$ cat config.mk
export PLATFORM = sky130hd
export DESIGN_NAME = delaybuffer_arbiter
export DESIGN_NICKNAME = d
export VERILOG_FILES = /design/src/rtl/delaybuffer_arbiter.sv
export SDC_FILE = /design/constraint.sdc
export NUM_CORES = 1
export LEC_CHECK = 0
export ABC_AREA = 1
export BUFFER_PORTS_ARGS = -buffer_cell sky130_fd_sc_hd__buf_2
export CORE_UTILIZATION = 47
export DETAILED_ROUTE_END_ITERATION = 10
export PLACE_DENSITY = 0.8
export SYNTH_ARGS = -nofsm -noshare
export SYNTH_HDL_FRONTEND = slang
export SYNTH_SLANG_ARGS = --single-unit
$ cat constraint.sdc
create_clock -name clk_i -period 2.1 [get_ports clk_i]
set_input_delay 0.105 -clock clk_i [delete_from_list [all_inputs] [get_ports clk_i]]
set_output_delay 0.105 -clock clk_i [all_outputs]
set_load 0.01 [all_outputs]
$ cat src/rtl/delaybuffer_arbiter.sv
// Round-robin arbiter that funnels NumReq ready/valid producers into one registered
// output stage feeding a shared delay buffer. Optional grant counters: DELAYARB_STATS_EN.
module delaybuffer_arbiter #(
    parameter int NumReq    = 4,
    parameter int DataWidth = 8,
    parameter int IdWidth   = $clog2(NumReq)
) (
    input  logic                        clk_i,
    input  logic                        reset_i,
    input  logic [NumReq*DataWidth-1:0] req_data_i,
    input  logic [NumReq-1:0]           req_valid_i,
    output logic [NumReq-1:0]           req_ready_o,
    output logic                        valid_o,
    output logic [DataWidth-1:0]        data_o,
    output logic [IdWidth-1:0]          id_o,
    input  logic                        ready_i
`ifdef DELAYARB_STATS_EN
    ,
    input  logic [IdWidth-1:0]          stat_sel_i,
    output logic [15:0]                 stat_cnt_o
`endif
);

    logic                 load;
    logic                 any_valid;
    logic                 transfer;
    logic [IdWidth-1:0]   ptr_q;
    logic [IdWidth-1:0]   gnt;
    logic [IdWidth-1:0]   ptr_next;
    logic [DataWidth-1:0] req_data [NumReq];

    assign load      = !valid_o || ready_i;
    assign any_valid = |req_valid_i;
    // Ready is forced low while reset is held so no producer sees a phantom handshake.
    assign transfer  = load && any_valid && !reset_i;

    genvar gi;
    generate
        for (gi = 0; gi < NumReq; gi++) begin : g_req
            assign req_data[gi]    = req_data_i[gi*DataWidth +: DataWidth];
            assign req_ready_o[gi] = transfer && (gnt == IdWidth'(gi));
        end
    endgenerate

    // Walk the indices from the farthest back to ptr_q so the nearest valid one wins.
    always_comb begin
        int                 idx;
        logic [IdWidth-1:0] idx_w;
        gnt   = '0;
        idx   = 0;
        idx_w = '0;
        for (int k = NumReq - 1; k >= 0; k--) begin
            idx = int'(ptr_q) + k;
            if (idx >= NumReq) begin
                idx = idx - NumReq;
            end
            idx_w = IdWidth'(idx);
            if (req_valid_i[idx_w]) begin
                gnt = idx_w;
            end
        end
    end

    // Wrap against NumReq-1 so non-power-of-two sizes never reach unused indices.
    assign ptr_next = (gnt == IdWidth'(NumReq - 1)) ? '0 : gnt + 1'b1;

    always_ff @(posedge clk_i or posedge reset_i) begin
        if (reset_i) begin
            valid_o <= 1'b0;
            data_o  <= '0;
            id_o    <= '0;
            ptr_q   <= '0;
        end else if (transfer) begin
            valid_o <= 1'b1;
            data_o  <= req_data[gnt];
            id_o    <= gnt;
            ptr_q   <= ptr_next;
        end else if (valid_o && ready_i) begin
            valid_o <= 1'b0;
        end
    end

`ifdef DELAYARB_STATS_EN
    logic [15:0] cnt_q [NumReq];

    generate
        for (gi = 0; gi < NumReq; gi++) begin : g_cnt
            always_ff @(posedge clk_i or posedge reset_i) begin
                if (reset_i) begin
                    cnt_q[gi] <= '0;
                end else if (req_ready_o[gi] && cnt_q[gi] != 16'hFFFF) begin
                    cnt_q[gi] <= cnt_q[gi] + 16'd1;
                end
            end
        end
    endgenerate

    assign stat_cnt_o = (int'(stat_sel_i) < NumReq) ? cnt_q[stat_sel_i] : 16'h0000;
`endif

endmodule

==> impl_metrics.json, run 1 <==
{
  "status": "finished clean",
  "setup_viol": 0,
  "syn2layout_area_growth_pct": 30.9,
  "synth_area_mm2": 0.00121,
  "die_area_mm2": 0.00278,
  "end_kind": "output pin",
  "fillers": 229,
  "grt_setup_unrepaired": "yes",
  "period_needed_ns": 2.01,
  "yosys.area.top_type_share_pct": 26.9,
  "fin_hold_ws_ns": 0.0900,
  "num_rows": 18,
  "h-tree-depth": 1,
  "clock_skew_ns": 0.000640,
  "worst_pin_slew_ns": 0.383,
  "cpPeakStageDelay_ns": 0.40,
  "worst-path-buf-inv": 2,
  "synthDistinctLibCells": 24,
  "synth_top_cell_by_area": "dfrtp_1",
  "stdcell_area_mm2": 0.00158,
  "worst-path-max-fanout": 17,
  "synth_area_leaders": "dfrtp_1 (27%), nand2_1 (23%), nand3_1 (10%)",
  "stdcell_count": 275,
  "syn_nets": 224,
  "crit_path_start_kind": "register",
  "yosysMostFrequentCell": "nand2_1",
  "clock_tree.root_cell": "clkbuf_4",
  "power_switching_mw": 1.38,
  "hold_path_class": "in -> reg",
  "max_freq_mhz": 496,
  "io_pins": 54,
  "path_cells": "buf_4 -> nand2_1 -> nand3_1 -> nand2_2 -> nand3_4 -> nand2_4 -> nand2_8 -> nand2_8 -> nand2_2 -> nor2_4 -> buf_2",
  "synth_area_per_cell_um2": 6.53,
  "power.leakage_nw": 0.996,
  "drc": 0,
  "cts_buffers": 3,
  "dp_cells": 264,
  "combPwrFrac_pct": 77.3,
  "grt_pass1_vias": 1183,
  "antenna_found_initial": 0,
  "initial_utilization_pct": 49.2,
  "drive_gt1_share_pct": 41.2,
  "cpLargestDelayFamily": "simple AND/OR/NAND/NOR gates",
  "grt-ovfl-total": 0,
  "cp.required_ns": 2.00,
  "clockBufferDepth": 2,
  "port_buffers": 53,
  "grt_max_degree": 18,
  "tritoncts": "yes",
  "diodes": 0,
  "yosys_register_bits": 13,
  "grt.total_usage_pct": 22.4,
  "synthCells": 185,
  "crit_arrival_ns": 1.91,
  "synth_common_cells": "nand2_1 (73), inv_1 (27), nand3_1 (25), dfrtp_1 (13), nand2_2 (13)",
  "yosysWarnings": 0,
  "hold_viol": 0,
  "grt_pass1_wl_um": 4620,
  "max_cap_violations": 0,
  "vias": 1337,
  "placed_area_mm2": 0.00145,
  "via_per_inst": 4.86,
  "drtPass1Iterations": 4,
  "drt_wl_total_um": 2810,
  "path_class": "reg -> out",
  "ys_seq_area_share_pct": 26.9,
  "fin_crit_sh_pct": 95.9,
  "clock_sinks": 13,
  "path_clk_slew_ns": 0.07,
  "vdd_drop_max_mv": 0.816,
  "final_nets": 285,
  "synth-edff-count": 0,
  "synth-main-ff-cell": "dfrtp_1",
  "sw_frac_of_total_pct": 53.4,
  "p_seq_share_pct": 17.0,
  "final_antenna_net_count": 0,
  "critPathSlowestCell": "dfrtp_2",
  "die_h_um": 52.7,
  "power_density_mw_per_mm2": 1630,
  "p_int_mw": 1.20,
  "gp_congestion": 0.793,
  "core_mm2": 0.00245,
  "finalPower_mw": 2.58,
  "wl_per_cell_um": 10.2,
  "maxSlewHeadroom_pct": 74.4,
  "async_flop_share_pct": 100,
  "drt_iter0_drc": 17,
  "slew_violations": 0,
  "tns_ns": 0,
  "die_w_um": 52.7,
  "clk_latency_ns": 0.26,
  "hpwlAfterDp_um": 2150,
  "p_clk_share_pct": 5.7
}
[worst paths after layout]
check	startpoint	to	slack, ns	depth (start not counted)
hold reg to reg	data_o[3]	data_o[3]	0.48	2
max in group asynchronous	reset_i	ptr_q[1]	1.55	4
hold / removal	ready_i	valid_o	0.09	4
setup / recovery	ptr_q[0]	req_ready_o[1]	0.09	11
setup reg to reg	ptr_q[0]	data_o[3]	0.15	16
min in group asynchronous	reset_i	data_o[0]	0.38	4
[through the flow]
stage | util [%] | setup slack (ns)
after floorplan | - | 0.502
after global placement | 59.1 | 0.132
after detailed placement | 59.1 | 0.127
after CTS | 61.3 | 0.0463
after global routing | 64.4 | -0.0443
final | 64.4 | 0.0856
[layout make-up]
type	instances	area [µm²]	share of cell area, %
Multi-Input combinational cell	135	731	46.2
Timing Repair Buffer	63	340	21.5
Sequential cell	13	328	20.7
Inverter	30	118	7.44
Tap cell	30	37.5	2.38
Clock buffer	4	26.3	1.66
[cell usage in the layout (no fill, tap or decap), types with 3 or more instances in the layout]
| cell | synthesis | layout |
|---|---|---|
| nand2_1 | 73 | 71 |
| buf_2 | 0 | 53 |
| inv_1 | 27 | 27 |
| nand3_1 | 25 | 24 |
| nand2_2 | 13 | 13 |
| dfrtp_1 | 13 | 11 |
| nand3_2 | 9 | 9 |
| buf_4 | 1 | 8 |
| nor2_1 | 4 | 4 |
| clkbuf_4 | 0 | 3 |
[timing repair]
action	CTS	global route
setup endpoints to repair	3	11
buffers inserted	2	4
pin swaps	1	2
endpoints found under the hold margin	13	0
gates cloned	0	0
hold buffers	1	0
resized for setup	2	11
[power groups by stage]
| stage | Clock, mW | Sequential [mW] | Combinational (mW) |
|---|---|---|---|
| 5_1_grt | 0.166 | 0.454 | 2.24 |
| 6_report | 0.146 | 0.438 | 1.99 |
| 2_1_floorplan | 0 | 0.476 | 1.47 |
| 4_1_cts | 0.151 | 0.465 | 1.79 |
| 3_3_place_gp | 0 | 0.463 | 1.70 |
| 3_5_place_dp | 0 | 0.466 | 1.72 |
[sequential cells by signal (all words and copies together), names as in the netlist]
name     cells
valid_o      1
id_o         2
ptr_q        2
data_o       8
[worst min-delay path, stage by stage]
cell and delay (ns):
buf_2 0.07, nor2_1 0.03, inv_1 0.06, nand2_1 0.05
[kinds of logic after synthesis]
group | Yosys count | share of synthesized area (%)
AOI/OAI and AO/OA | 5 | 2.49
DFF | 13 | 26.9
and+or+nand+nor | 130 | 54.3
buffers and inverters | 37 | 16.3
[layer usage]
layer | up-vias | global-route usage (%) | wire, µm
met3 | 4 | 5.51 | 178
met2 | 56 | 36.7 | 1390
met4 | 0 | 4.82 | 24
li1 | 689 | - | -
met1 | 588 | 29.4 | 1220
met5 | - | 0 | 0
Note: power is estimated with default switching activity, not from simulation.
==> inputs of run 2 (changes only) <==
--- a/config.mk
+++ b/config.mk
@@ -10,6 +10,7 @@
 export CORE_UTILIZATION = 47
 export DETAILED_ROUTE_END_ITERATION = 10
 export PLACE_DENSITY = 0.8
+export REMOVE_ABC_BUFFERS = 1
 export SYNTH_ARGS = -nofsm -noshare
 export SYNTH_HDL_FRONTEND = slang
 export SYNTH_SLANG_ARGS = --single-unit
==> impl_metrics.json, run 2 (synthesis gave the netlist of run 1 again) <==
{
  "diodes": 0,
  "finalPower_mw": 2.68,
  "worst_pin_slew_ns": 0.390,
  "drt_iter0_drc": 28,
  "final_nets": 290,
  "drive_gt1_share_pct": 41.6,
  "die_w_um": 52.7,
  "r2r_cells": 15,
  "fin_crit_sh_pct": 95.0,
  "syn2layout_area_growth_pct": 32.6,
  "critPathSlowestCell": "dfrtp_2",
  "core_mm2": 0.00245,
  "placed_area_mm2": 0.00145,
  "r2r_start": "ptr_q[0]",
  "grt.total_usage_pct": 22.4,
  "sw_frac_of_total_pct": 52.2,
  "cts_buffers": 3,
  "stdcell_count": 280,
  "hold_viol": 0,
  "initial_utilization_pct": 49.2,
  "h-tree-depth": 1,
  "critical_path_cell_count": 11,
  "io_pins": 54,
  "dp_cells": 264,
  "antenna_found_initial": 0,
  "reg.largest.list": "data_o: 8 flops, id_o: 2 flops, ptr_q: 2 flops",
  "grt_max_degree": 18,
  "clock_skew_ns": 0.000330,
  "die_h_um": 52.7,
  "worst-path-buf-inv": 2,
  "clk_latency_ns": 0.28,
  "max_freq_mhz": 501,
  "p_clk_share_pct": 5.8,
  "clock_sinks": 13,
  "cp.required_ns": 2.00,
  "final_cell_mix": "nand2_1 (72), buf_2 (53), inv_1 (27)",
  "vdd_drop_max_mv": 1.09,
  "path_cells": "buf_4 -> nand2_1 -> nand3_1 -> nand2_1 -> nand3_2 -> nand2_4 -> nand2_8 -> nand2_8 -> nand2_2 -> nor2_2 -> buf_2",
  "via_per_inst": 4.79,
  "max_cap_violations": 0,
  "num_rows": 18,
  "wl_per_cell_um": 11.0,
  "cp-startpoint": "ptr_q[0]",
  "maxSlewHeadroom_pct": 74.0,
  "stdcell_area_mm2": 0.00160,
  "worstReg2RegEnd": "data_o[1]",
  "grt_pass1_wl_um": 4600,
  "path_clk_slew_ns": 0.08,
  "r2r_slack_ns": 0.14,
  "cpPeakStageDelay_ns": 0.45,
  "crit_path_start_kind": "register",
  "hold_path_class": "in -> reg",
  "status": "finished clean",
  "path_class": "reg -> out",
  "setup_viol": 0,
  "worst-path-max-fanout": 6,
  "final_antenna_net_count": 0,
  "p_seq_share_pct": 16.8,
  "drt_wl_total_um": 3080,
  "regMostFlops": "data_o",
  "combPwrFrac_pct": 77.4,
  "port_buffers": 53,
  "power_density_mw_per_mm2": 1670,
  "drtPass1Iterations": 4,
  "drc": 0,
  "slew_violations": 0,
  "final_common_cell": "nand2_1",
  "clockBufferDepth": 2,
  "p_int_mw": 1.28,
  "crit_arrival_ns": 1.89,
  "hpwlAfterDp_um": 2180,
  "clock_tree.root_cell": "clkbuf_4",
  "cpLargestDelayFamily": "simple AND/OR/NAND/NOR gates",
  "gp_congestion": 0.808,
  "tritoncts": "yes",
  "grt_pass1_vias": 1140,
  "die_area_mm2": 0.00278,
  "power.leakage_nw": 1.02,
  "worstSetupEndpoint": "req_ready_o[1]",
  "end_kind": "output pin",
  "largest_reg_flops": 8,
  "utilization_pct": 65.2,
  "grt-ovfl-total": 0,
  "vias": 1342,
  "power_switching_mw": 1.40,
  "period_needed_ns": 2.00
}
run 2: metrics by stage:
step | hold WS [ns] | worst slack (ns) | setup TNS [ns]
floorplan | -0.00967 | 0.290 | 0
global placement | 0.140 | 0.155 | 0
detailed placement | 0.134 | 0.139 | 0
CTS | 0.0738 | 0.0511 | 0
global route | 0.100 | -0.0183 | -0.0218
finish | 0.0765 | 0.105 | 0
run 2: cell type report:
class                           count  area [µm²]
Clock buffer                        4        26.3
Fill cell                         226         853
Inverter                           30         118
Multi-Input combinational cell    135         716
Sequential cell                    13         327
Tap cell                           30        37.5
Timing Repair Buffer               68         378
run 2: repair_timing:
item                       4_1_cts  5_1_grt
hold buffers                     1        0
pin swaps                        1        3
setup buffers                    4        7
hold endpoints to repair        13        0
resized for setup                2        7
setup endpoints to repair        3        9
run 2: worst register-to-register path, cell delays in order, from the launching register on:
cell and delay, ns:
dfrtp_2 0.45, clkbuf_2 0.16, o21ai_2 0.16, nand2_2 0.09, nand3_2 0.13, nand2_4 0.08
nand2_8 0.10, nand2_8 0.06, buf_4 0.16, buf_4 0.16, nand2_1 0.05, nand2_1 0.05
nand2_1 0.05, nand2_1 0.06, nand2_1 0.06, nand2_1 0.05
run 2: routing by layer:
layer  GRT usage, %  vias to the layer above  part of all wire [%]
li1               -                      697                     -
met1           26.8                      593                    43
met2           40.7                       50                    51
met3           4.93                        2                   5.0
met4           3.95                        0                  0.75
met5              0                        -                     0
run 2: power by group through the flow:
| stage | Sequential [mW] | Combinational (mW) | Clock (mW) |
|---|---|---|---|
| after detailed placement | 0.463 | 1.71 | 0 |
| final | 0.449 | 2.07 | 0.156 |
| after CTS | 0.462 | 1.84 | 0.163 |
| after global placement | 0.462 | 1.69 | 0 |
| after floorplan | 0.499 | 1.24 | 0 |
| after global routing | 0.461 | 2.28 | 0.172 |
run 2: how the worst min path moves through the flow:
stage                     slack [ns]         to  cells past startpoint  startpoint
after floorplan                -0.01  data_o[0]                      1     reset_i
after global placement          0.14    valid_o                      3     reset_i
after detailed placement        0.13    id_o[0]                      3     reset_i
after CTS                       0.07    valid_o                      4     ready_i
after global routing            0.10    valid_o                      4     ready_i
final                           0.08    valid_o                      4     ready_i
==> inputs of run 3 (changes only) <==
--- a/config.mk
+++ b/config.mk
@@ -5,11 +5,12 @@
 export SDC_FILE = /design/constraint.sdc
 export NUM_CORES = 1
 export LEC_CHECK = 0
-export ABC_AREA = 1
+export ABC_AREA = 0
 export BUFFER_PORTS_ARGS = -buffer_cell sky130_fd_sc_hd__buf_2
-export CORE_UTILIZATION = 47
+export CORE_UTILIZATION = 41
 export DETAILED_ROUTE_END_ITERATION = 10
-export PLACE_DENSITY = 0.8
+export GPL_TIMING_DRIVEN = 0
+export PLACE_DENSITY = 0.78
 export REMOVE_ABC_BUFFERS = 1
 export SYNTH_ARGS = -nofsm -noshare
 export SYNTH_HDL_FRONTEND = slang
==> constraint.sdc (replaced) <==
create_clock -name clk_i -period 1.9 [get_ports clk_i]
set_input_delay 0.095 -clock clk_i [delete_from_list [all_inputs] [get_ports clk_i]]
set_output_delay 0.095 -clock clk_i [all_outputs]
set_load 0.01 [all_outputs]
==> impl_metrics.json, run 3 <==
{
  "synth_adder_area_share_pct": 0,
  "fin_crit_sh_pct": 93.8,
  "h-tree-depth": 1,
  "path_cells": "o21ai_0 -> a221oi_2 -> nor2_4 -> nor2_2 -> and2_1 -> buf_2",
  "synth_common_cells": "mux2i_1 (16), dfrtp_1 (13), nand2_1 (11), o221ai_1 (8), inv_1 (4)",
  "crit_path_start_kind": "register",
  "grt_setup_unrepaired": "no",
  "finalPower_mw": 1.34,
  "diodes": 0,
  "die_h_um": 47.3,
  "synth-main-ff-cell": "dfrtp_1",
  "fillers": 187,
  "wl_per_cell_um": 12.0,
  "synthDistinctLibCells": 28,
  "cp.required_ns": 1.80,
  "core_mm2": 0.00194,
  "port_buffers": 53,
  "max_freq_mhz": 561,
  "power_density_mw_per_mm2": 1140,
  "vias": 831,
  "grt_pass1_wl_um": 3040,
  "die_area_mm2": 0.00223,
  "seq_area_um2": 327,
  "antenna_found_initial": 0,
  "drc": 0,
  "final_common_cell": "buf_2",
  "stdcell_area_mm2": 0.00118,
  "hpwlAfterDp_um": 1490,
  "synth_area_um2": 840,
  "synth_top_cell_by_area": "dfrtp_1",
  "drive_gt1_share_pct": 49.6,
  "final_antenna_net_count": 0,
  "sw_frac_of_total_pct": 40.0,
  "power_switching_uw": 538,
  "drt_wl_total_um": 2000,
  "synthCells": 82,
  "synth_mux_area_share_pct": 19.1,
  "power.leakage_nw": 0.653,
  "synth_area_per_cell_um2": 10.2,
  "path_class": "reg -> out",
  "placed_area_mm2": 0.00111,
  "synth_xor_area_share_pct": 1.04,
  "yosys.area.top_type_share_pct": 38.7,
  "multi_input_area_um2": 492,
  "critPathSlowestCell": "dfrtp_2",
  "p_int_uw": 806,
  "r2r_start": "ptr_q[1]",
  "utilization_pct": 61.0,
  "syn2layout_area_growth_pct": 41.0,
  "grt_pass1_vias": 716,
  "gp_congestion": 0.802,
  "path_clk_slew_ns": 0.08,
  "worst-path-max-fanout": 10,
  "clock_tree.root_cell": "clkbuf_4",
  "drt_iter0_drc": 5,
  "via_per_inst": 5.01,
  "crit_arrival_ns": 1.69,
  "cts_buffers": 3,
  "drtPass1Iterations": 4,
  "ys_seq_area_share_pct": 38.7,
  "hold_path_class": "in -> reg",
  "tns_ns": 0,
  "p_seq_share_pct": 34.1,
  "grt_max_degree": 19,
  "hold_viol": 0,
  "grt.total_usage_pct": 19.7,
  "end_kind": "output pin",
  "clock_skew_ns": 0.00523,
  "yosys_register_bits": 13,
  "worst_pin_slew_ns": 0.495,
  "final_cell_mix": "buf_2 (53), mux2i_1 (16), dfrtp_1 (12)",
  "initial_utilization_pct": 43.2,
  "status": "finished clean",
  "r2r_slack_ns": 0.19,
  "regMostFlops": "data_o",
  "cpPeakStageDelay_ns": 0.43,
  "io_pins": 54,
  "synth_top_family_by_area": "compound AO/OA/AOI/OAI gates",
  "synth-simple-area-share_pct": 15.5,
  "largest_reg_flops": 8,
  "cp-startpoint": "ptr_q[1]",
  "period_needed_ns": 1.78,
  "tritoncts": "yes",
  "synth-compound-area-share_pct": 20.1,
  "slew_violations": 0,
  "die_w_um": 47.3,
  "yosysWarnings": 0,
  "max_cap_violations": 0,
  "yosysMostFrequentCell": "mux2i_1",
  "grt-ovfl-total": 0,
  "vdd_drop_max_mv": 0.629,
  "maxSlewHeadroom_pct": 66.9,
  "reg.largest.list": "data_o: 8 flops, id_o: 2 flops, ptr_q: 2 flops",
  "final_nets": 179,
  "clockBufferDepth": 2,
  "holdCritStartpoint": "req_data_i[24]",
  "clock_sinks": 13,
  "setup_viol": 0,
  "num_rows": 16,
  "clk_latency_ns": 0.27,
  "async_flop_share_pct": 100,
  "combPwrFrac_pct": 53.2,
  "p_clk_share_pct": 12.6,
  "synth-edff-count": 0,
  "synth_area_leaders": "dfrtp_1 (39%), mux2i_1 (19%), o221ai_1 (8.3%)"
}
[run 3: cell count changes in the layout (fill, tap and decap cells not counted), moves of 10 or more]
cell     before  now
inv_1        27    4
buf_4        13    2
nand2_2      12    0
nand3_2      10    0
nand2_1      72   11
nand3_1      24    1
mux2i_1       0   16
[run 3: final timing paths]
path,to,cells after the start
hold reg to reg,id_o[0],1
setup / recovery,req_ready_o[3],6
setup reg to reg,data_o[2],5
min in group asynchronous,data_o[6],3
max in group asynchronous,ptr_q[1],3
hold / removal,data_o[0],3
[run 3: cell families (layout without fill, tap and decap cells)]
| family | count (synthesis) | after routing |
|---|---|---|
| compound gates | 18 | 18 |
| flops | 13 | 13 |
| buf+inv | 8 | 64 |
| simple gates | 26 | 27 |
| xor+xnor | 1 | 1 |
| mux | 16 | 16 |
[run 3: final cells by class]
cell class | count | area share [%]
Multi-Input combinational cell | 62 | 41.5
Clock buffer | 4 | 2.22
Timing Repair Buffer | 56 | 24.5
Tap cell | 27 | 2.85
Inverter | 4 | 1.27
Sequential cell | 13 | 27.6
[run 3: routing by layer]
metal / routed length [µm] / GRT usage, % / up-vias / share of wire, %
met5: 0 / 0 / - / 0
met4: 16 / 10.3 / 0 / 0.80
met3: 128 / 3.08 / 2 / 6.4
met2: 941 / 31.0 / 38 / 47
met1: 913 / 26.0 / 377 / 46
li1: - / - / 414 / -
[run 3: per-stage QoR]
stage | setup WS [ns] | instances | hold slack [ns]
finish | 0.118 | 166 | 0.133
global route | 0.00330 | 166 | 0.149
CTS | 0.0288 | 165 | 0.133
detailed placement | -0.204 | 158 | 0.171
global placement | -0.183 | 158 | 0.164
floorplan | 0.0536 | 78 | -0.0280
[run 3: power by group through the flow]
| stage | Clock [mW] | Sequential [mW] | Combinational (mW) |
|---|---|---|---|
| floorplan | 0 | 0.500 | 0.408 |
| global placement | 0 | 0.456 | 0.644 |
| detailed placement | 0 | 0.459 | 0.665 |
| CTS | 0.173 | 0.459 | 0.695 |
| global route | 0.187 | 0.474 | 0.782 |
| finish | 0.170 | 0.459 | 0.716 |
[run 3: repair_timing]
item / 4_1_cts / 5_1_grt
endpoints found under the hold margin: 13 / 0
setup buffers: 1 / 1
hold buffers: 1 / 0
resized for setup: 2 / 3
gates cloned: 1 / 0
endpoints found under the setup margin: 14 / 9
pin swaps: 1 / 1
[run 3: worst max-delay path: cells and delay by family (launching register included)]
family	cells	cell delay, ns
compound gates	2	0.42
buf+inv	1	0.13
flops	1	0.43
simple gates	3	0.43
